--- src/rtl/pipe_ctrl_pkg.sv ---
// Shared types and constants for the pipeline control unit.
//   state_e : FSM encoding (RUN, DRAIN, HALTED)
//   slot_t  : one scoreboard entry {valid, rd}
//   slot_hit: true when a valid slot targets the given register
package pipe_ctrl_pkg;

  localparam int unsigned REG_W        = 5;
  localparam int unsigned DRAIN_CYCLES = 3;
  localparam int unsigned DRAIN_W      = 2;

  typedef enum logic [1:0] {
    ST_RUN    = 2'd0,
    ST_DRAIN  = 2'd1,
    ST_HALTED = 2'd2
  } state_e;

  typedef struct packed {
    logic             valid;
    logic [REG_W-1:0] rd;
  } slot_t;

  function automatic logic slot_hit(input slot_t s, input logic [REG_W-1:0] r);
    return s.valid && (s.rd == r);
  endfunction

endpackage

--- src/rtl/pipe_scoreboard.sv ---
// Two-entry in-flight destination scoreboard (EXE and MEM slots) with the
// RAW compare against the ID stage sources.
//   clk, rst_n       : clock, async active-low reset
//   adv_i            : pipe advances (mem takes ex); otherwise both slots hold
//   issue_i          : on advance, ex takes the ID instruction instead of empty
//   id_*_i           : ID stage register fields
//   raw_c_o          : combinational RAW hazard against either slot
module pipe_scoreboard
  import pipe_ctrl_pkg::*;
(
  input  logic             clk,
  input  logic             rst_n,
  input  logic             adv_i,
  input  logic             issue_i,
  input  logic             id_valid_i,
  input  logic [REG_W-1:0] id_rs_i,
  input  logic [REG_W-1:0] id_rt_i,
  input  logic             id_uses_rs_i,
  input  logic             id_uses_rt_i,
  input  logic [REG_W-1:0] id_rd_i,
  input  logic             id_writes_i,
  output logic             raw_c_o
);

  slot_t ex_q, ex_d;
  slot_t mem_q, mem_d;
  logic  rs_hit, rt_hit;

  // r0 is hard-wired, so a zero source never depends on anything.
  always_comb begin
    rs_hit  = id_uses_rs_i && (id_rs_i != '0) &&
              (slot_hit(ex_q, id_rs_i) || slot_hit(mem_q, id_rs_i));
    rt_hit  = id_uses_rt_i && (id_rt_i != '0) &&
              (slot_hit(ex_q, id_rt_i) || slot_hit(mem_q, id_rt_i));
    raw_c_o = id_valid_i && (rs_hit || rt_hit);
  end

  // Slot update: hold, shift in an empty entry, or shift in the ID instruction.
  always_comb begin
    ex_d  = ex_q;
    mem_d = mem_q;
    if (adv_i) begin
      mem_d = ex_q;
      ex_d  = '0;
      if (issue_i) begin
        ex_d.valid = id_valid_i && id_writes_i && (id_rd_i != '0);
        ex_d.rd    = id_rd_i;
      end
    end
  end

  always_ff @(posedge clk or negedge rst_n) begin
    if (!rst_n) begin
      ex_q  <= '0;
      mem_q <= '0;
    end else begin
      ex_q  <= ex_d;
      mem_q <= mem_d;
    end
  end

endmodule

--- src/rtl/pipe_ctrl.sv ---
// Pipeline control unit: stall, flush and bubble decisions around EXE,
// HALT drain sequencing and hazard performance counters.
//   inputs : ID instruction fields, ex_branch_taken, mem_busy
//   stall_if/id/exe/mem : hold the corresponding stage
//   flush_if/id         : replace stage contents with NOP
//   bubble_exe          : EXE receives NOP instead of the ID instruction
//   halted              : core stopped (only reset leaves it)
//   cnt_raw, cnt_flush  : RAW stall cycles, taken branch flushes
// Stall/flush/bubble outputs are combinational and valid in the same cycle.
module pipe_ctrl
  import pipe_ctrl_pkg::*;
#(
  parameter int unsigned WIDTH = 32
) (
  input  logic             clk,
  input  logic             rst_n,
  input  logic             id_valid,
  input  logic [REG_W-1:0] id_rs,
  input  logic [REG_W-1:0] id_rt,
  input  logic             id_uses_rs,
  input  logic             id_uses_rt,
  input  logic [REG_W-1:0] id_rd,
  input  logic             id_writes,
  input  logic             id_is_halt,
  input  logic             ex_branch_taken,
  input  logic             mem_busy,
  output logic             stall_if,
  output logic             stall_id,
  output logic             stall_exe,
  output logic             stall_mem,
  output logic             flush_if,
  output logic             flush_id,
  output logic             bubble_exe,
  output logic             halted,
  output logic [WIDTH-1:0] cnt_raw,
  output logic [WIDTH-1:0] cnt_flush
);

  state_e             state_q, state_d;
  logic [DRAIN_W-1:0] drain_q, drain_d;
  logic [WIDTH-1:0]   cnt_raw_q, cnt_raw_d;
  logic [WIDTH-1:0]   cnt_flush_q, cnt_flush_d;
  logic               raw;
  logic               sb_adv;
  logic               sb_issue;
  logic               br;

  pipe_scoreboard u_sb (
    .clk          (clk),
    .rst_n        (rst_n),
    .adv_i        (sb_adv),
    .issue_i      (sb_issue),
    .id_valid_i   (id_valid),
    .id_rs_i      (id_rs),
    .id_rt_i      (id_rt),
    .id_uses_rs_i (id_uses_rs),
    .id_uses_rt_i (id_uses_rt),
    .id_rd_i      (id_rd),
    .id_writes_i  (id_writes),
    .raw_c_o      (raw)
  );

  // Priority: mem_busy, branch flush, RAW, halt issue.
  always_comb begin
    state_d     = state_q;
    drain_d     = drain_q;
    cnt_raw_d   = cnt_raw_q;
    cnt_flush_d = cnt_flush_q;
    sb_adv      = 1'b0;
    sb_issue    = 1'b0;
    stall_if    = 1'b0;
    stall_id    = 1'b0;
    stall_exe   = 1'b0;
    stall_mem   = 1'b0;
    flush_if    = 1'b0;
    flush_id    = 1'b0;
    bubble_exe  = 1'b0;
    // A branch seen while in reset must not produce a flush.
    br          = ex_branch_taken && rst_n;

    if (mem_busy) begin
      stall_if  = 1'b1;
      stall_id  = 1'b1;
      stall_exe = 1'b1;
      stall_mem = 1'b1;
    end else begin
      unique case (state_q)
        ST_RUN: begin
          if (br) begin
            flush_if    = 1'b1;
            flush_id    = 1'b1;
            bubble_exe  = 1'b1;
            sb_adv      = 1'b1;
            cnt_flush_d = cnt_flush_q + WIDTH'(1);
          end else if (raw) begin
            stall_if   = 1'b1;
            stall_id   = 1'b1;
            bubble_exe = 1'b1;
            sb_adv     = 1'b1;
            cnt_raw_d  = cnt_raw_q + WIDTH'(1);
          end else begin
            sb_adv   = 1'b1;
            sb_issue = 1'b1;
            if (id_valid && id_is_halt) begin
              state_d = ST_DRAIN;
              drain_d = DRAIN_W'(DRAIN_CYCLES);
            end
          end
        end
        ST_DRAIN: begin
          sb_adv = 1'b1;
          if (br) begin
            // HALT was on the wrong path: resume normal issue.
            flush_if    = 1'b1;
            flush_id    = 1'b1;
            bubble_exe  = 1'b1;
            cnt_flush_d = cnt_flush_q + WIDTH'(1);
            state_d     = ST_RUN;
            drain_d     = '0;
          end else begin
            stall_if   = 1'b1;
            stall_id   = 1'b1;
            bubble_exe = 1'b1;
            drain_d    = drain_q - DRAIN_W'(1);
            if (drain_q == DRAIN_W'(1)) begin
              state_d = ST_HALTED;
            end
          end
        end
        ST_HALTED: begin
          stall_if  = 1'b1;
          stall_id  = 1'b1;
          stall_exe = 1'b1;
          stall_mem = 1'b1;
        end
        default: begin
          state_d = ST_RUN;
          drain_d = '0;
        end
      endcase
    end

    halted = (state_q == ST_HALTED);
  end

  always_ff @(posedge clk or negedge rst_n) begin
    if (!rst_n) begin
      state_q     <= ST_RUN;
      drain_q     <= '0;
      cnt_raw_q   <= '0;
      cnt_flush_q <= '0;
    end else begin
      state_q     <= state_d;
      drain_q     <= drain_d;
      cnt_raw_q   <= cnt_raw_d;
      cnt_flush_q <= cnt_flush_d;
    end
  end

  assign cnt_raw   = cnt_raw_q;
  assign cnt_flush = cnt_flush_q;

endmodule

--- config.mk ---
export PLATFORM = sky130hd
export DESIGN_NAME = pipe_ctrl
export DESIGN_NICKNAME = d
export VERILOG_FILES = /design/src/rtl/pipe_ctrl_pkg.sv /design/src/rtl/pipe_scoreboard.sv /design/src/rtl/pipe_ctrl.sv
export SDC_FILE = /design/constraint.sdc
export NUM_CORES = 1
export LEC_CHECK = 0
export CAP_MARGIN = 20
export CORE_ASPECT_RATIO = 1.5
export CORE_MARGIN = 5
export CORE_UTILIZATION = 30
export CTS_CLUSTER_SIZE = 24
export DETAILED_ROUTE_END_ITERATION = 8
export GPL_TIMING_DRIVEN = 1
export SYNTH_ARGS = -nofsm -noshare
export SYNTH_HDL_FRONTEND = slang
export SYNTH_HIERARCHICAL = 1
export SYNTH_SLANG_ARGS = --single-unit
--- constraint.sdc ---
create_clock -name clk -period 3.25 [get_ports clk]
set_clock_uncertainty 0.1 [all_clocks]
set_input_delay 0.4875 -clock clk [delete_from_list [all_inputs] [get_ports clk]]
set_output_delay 0.4875 -clock clk [all_outputs]
set_load 0.02 [all_outputs]
==> out/results.ini <==
[global_routing]
grt_max_degree = 48
gr-total-overflow = 0
grt_pass1_wl_um = 15800
grt_pass1_vias = 3233
grt_util_all_layers_pct = 12.9
antenna_found_initial = 0

[logic_synthesis]
synthArstFlopShare_pct = 100
synthesis.area_um2 = 3910
synth.distinct_cells = 43
synth_ff_type = dfrtp_1
ys_ff_latch = 80
ys.warnings.count = 6
synth_fp_nets = 392
synth_edf_count = 0
seq_area_frac_synth_pct = 51.2
postSynthCellCount = 365
syn_area_per_cell_um2 = 10.7

[floorplanning]
core_um2 = 12900
io_pins = 96
rows = 51
die_x_um = 103
die_h_um = 150
initial_core_util_pct = 30.4
die_area_um2 = 15500

[detailed_routing]
drtIter0Drc = 79
vias = 3043
drc_errors = 0
drt_pass1_iterations = 4
drt-vias-per-instance = 4.72
wl_per_cell_um = 14.6
routed_wirelength_um = 9430
ant_nets = 0

[cells_and_area]
final_common_cell = clkdlybuf4s50_1
fin_area_um2 = 5480
multi_input_area_um2 = 1820
drive_above_1_share_pct = 11.7
nNetsFinal = 508
instances_no_fill = 645
regArea_um2 = 2000
mostFrequentLayoutCells = clkdlybuf4s50_1 (91), dfrtp_1 (80), xnor2_1 (60)
fin_util_pct = 42.5
num-fill-cells = 1263
antenna_cells = 0
area_delta_synth_final_pct = 39.9

[sta]
post-route-period-util_pct = 95.6
slew_violations = 0
hold_viol = 0
setup_slack_ns = 0.144
whs_ns = 0.155
timing.fmax_mhz = 322
worst_pin_slew_ns = 0.610
setup_viol = 0
fin_crit_ns = 3.11
rsz0062_at_grt = false
tns_ns = 0
max_slew_margin_pct = 59.3

[placed_design]
dp_cells = 629
port_buffers = 95
gp_congestion = 0.785
dpl.hpwl_um = 7310
place_ws_ns = -0.325
placement.cell_area_um2 = 5150

[clock_tree]
clock_latency_ns = 0.33
cts.sinks = 80
cts_max_level = 3
root_buffer = clkbuf_16
cts.clk_slew.worst_paths_ns = 0.06
postCtsSetupBuffers = 0
cts_tree = built
cts_buffers = 9
cts_hold_buf = 0
clockBufferDepth = 2

[flow_run]
maxCapViolCount = 0

[worst_setup_path]
end_kind = primary output
reg2reg_from = u_sb/ex_q[2]
timing.rr.end = cnt_raw[19]
critPathKind = in -> out
start_kind = input pin
r2r_cells = 11
reg2reg_slack_ns = 0.67
path_max_fanout = 2
cp.required_ns = 2.66
worstPathArrival_ns = 2.52

[status]
status = finished clean

[power_and_ir_drop]
p_per_area_nw_per_um2 = 523
power_mw = 2.86
vdd_ir_drop_max_mv = 0.271
p_leak_nw = 2.35

[worst_hold_path]
holdCritPathClass = in -> async

[power by group]
| part | internal, mW | switching [mW] |
|---|---|---|
| Clock | 0.672 | 0.413 |
| Combinational | 0.284 | 0.282 |
| Sequential | 1.09 | 0.126 |
[sequential cells by signal, indices dropped and copies added (netlist names)]
name	count
drain_q	2
cnt_flush	32
u_sb/mem_q	6
cnt_raw	32
u_sb/ex_q	6
state_q	2
[cell type report]
class                      instances  area share, %
clock inverter                     7           1.76
sequential                        80           36.6
tap                              159           3.63
multi-input combinational        261           33.2
inverter                          16           1.10
clock buffer                       9           4.11
timing repair buffer             113           19.6
[routing by layer]
| layer | GRT usage [%] | vias to the layer above | part of all wire [%] |
|---|---|---|---|
| met2 | 22.7 | 75 | 53 |
| met5 | 0 | - | 0 |
| li1 | - | 1479 | - |
| met3 | 2.24 | 13 | 4.9 |
| met1 | 15.3 | 1476 | 40 |
| met4 | 5.25 | 0 | 2.0 |
[Yosys cell counts, types with 2 or more instances]
cell      instances  area [um^2]
nor3_1           15         75.1
nand3_1          28          140
o311a_1           2         20.0
nand2b_1          3         18.8
o32ai_1           2         17.5
a22o_1            2         17.5
xor2_1           22          193
or2_2             3         18.8
buf_4             4         30.0
or3_1             2         12.5
nand2_1          34          128
and2_1            6         37.5
dfrtp_1          80         2000
clkbuf_1          3         11.3
nor2_1           18         67.6
mux2_2            7         78.8
ha_1              3         37.5
nor2b_1           2         12.5
o21ai_0           6         30.0
nor4_1            3         18.8
a21oi_1           2         10.0
xnor2_1          60          526
nand4_1          17          106
inv_1            16         60.1
and4_1            4         35.0
o31ai_1           2         15.0
and3_1            3         18.8
[worst max-delay path, stage by stage]
cell and delay, ns:
clkdlybuf4s50_1 0.45, buf_4 0.16, xnor2_1 0.17, nand4_1 0.13
o32ai_2 0.26, a22o_1 0.22, nor2_2 0.05, a21boi_0 0.24
clkdlybuf4s15_1 0.34
[cells by family (layout without fill, tap and decap cells)]
kind of cell / after synthesis / count (layout) / synth area share [%]
adder cells (fa/ha/maj): 3 / 3 / 0.959
XOR/XNOR: 82 / 82 / 18.4
AO/OA/AOI/OAI: 20 / 20 / 3.58
AND/OR/NAND/NOR: 149 / 149 / 21.2
multiplexers: 7 / 7 / 2.01
flip-flops: 80 / 80 / 51.2
buffers and inverters: 24 / 145 / 2.72
[worst max path at each step]
stage | slack, ns | end | cells after the start | startpoint
2_1_floorplan | 0.61 | stall_if | 7 | id_rt[0]
3_3_place_gp | -0.23 | stall_if | 8 | id_rt[0]
3_5_place_dp | -0.32 | stall_id | 10 | id_rt[2]
4_1_cts | 0.02 | stall_id | 10 | id_rt[2]
5_1_grt | 0.008 | bubble_exe | 9 | id_rt[2]
6_report | 0.14 | bubble_exe | 9 | id_rt[2]
[what timing repair did]
item	CTS	global route
resized for setup	7	6
pin swaps	0	1
setup endpoints to repair	3	3
No activity file was read; power rests on OpenSTA's default activity.
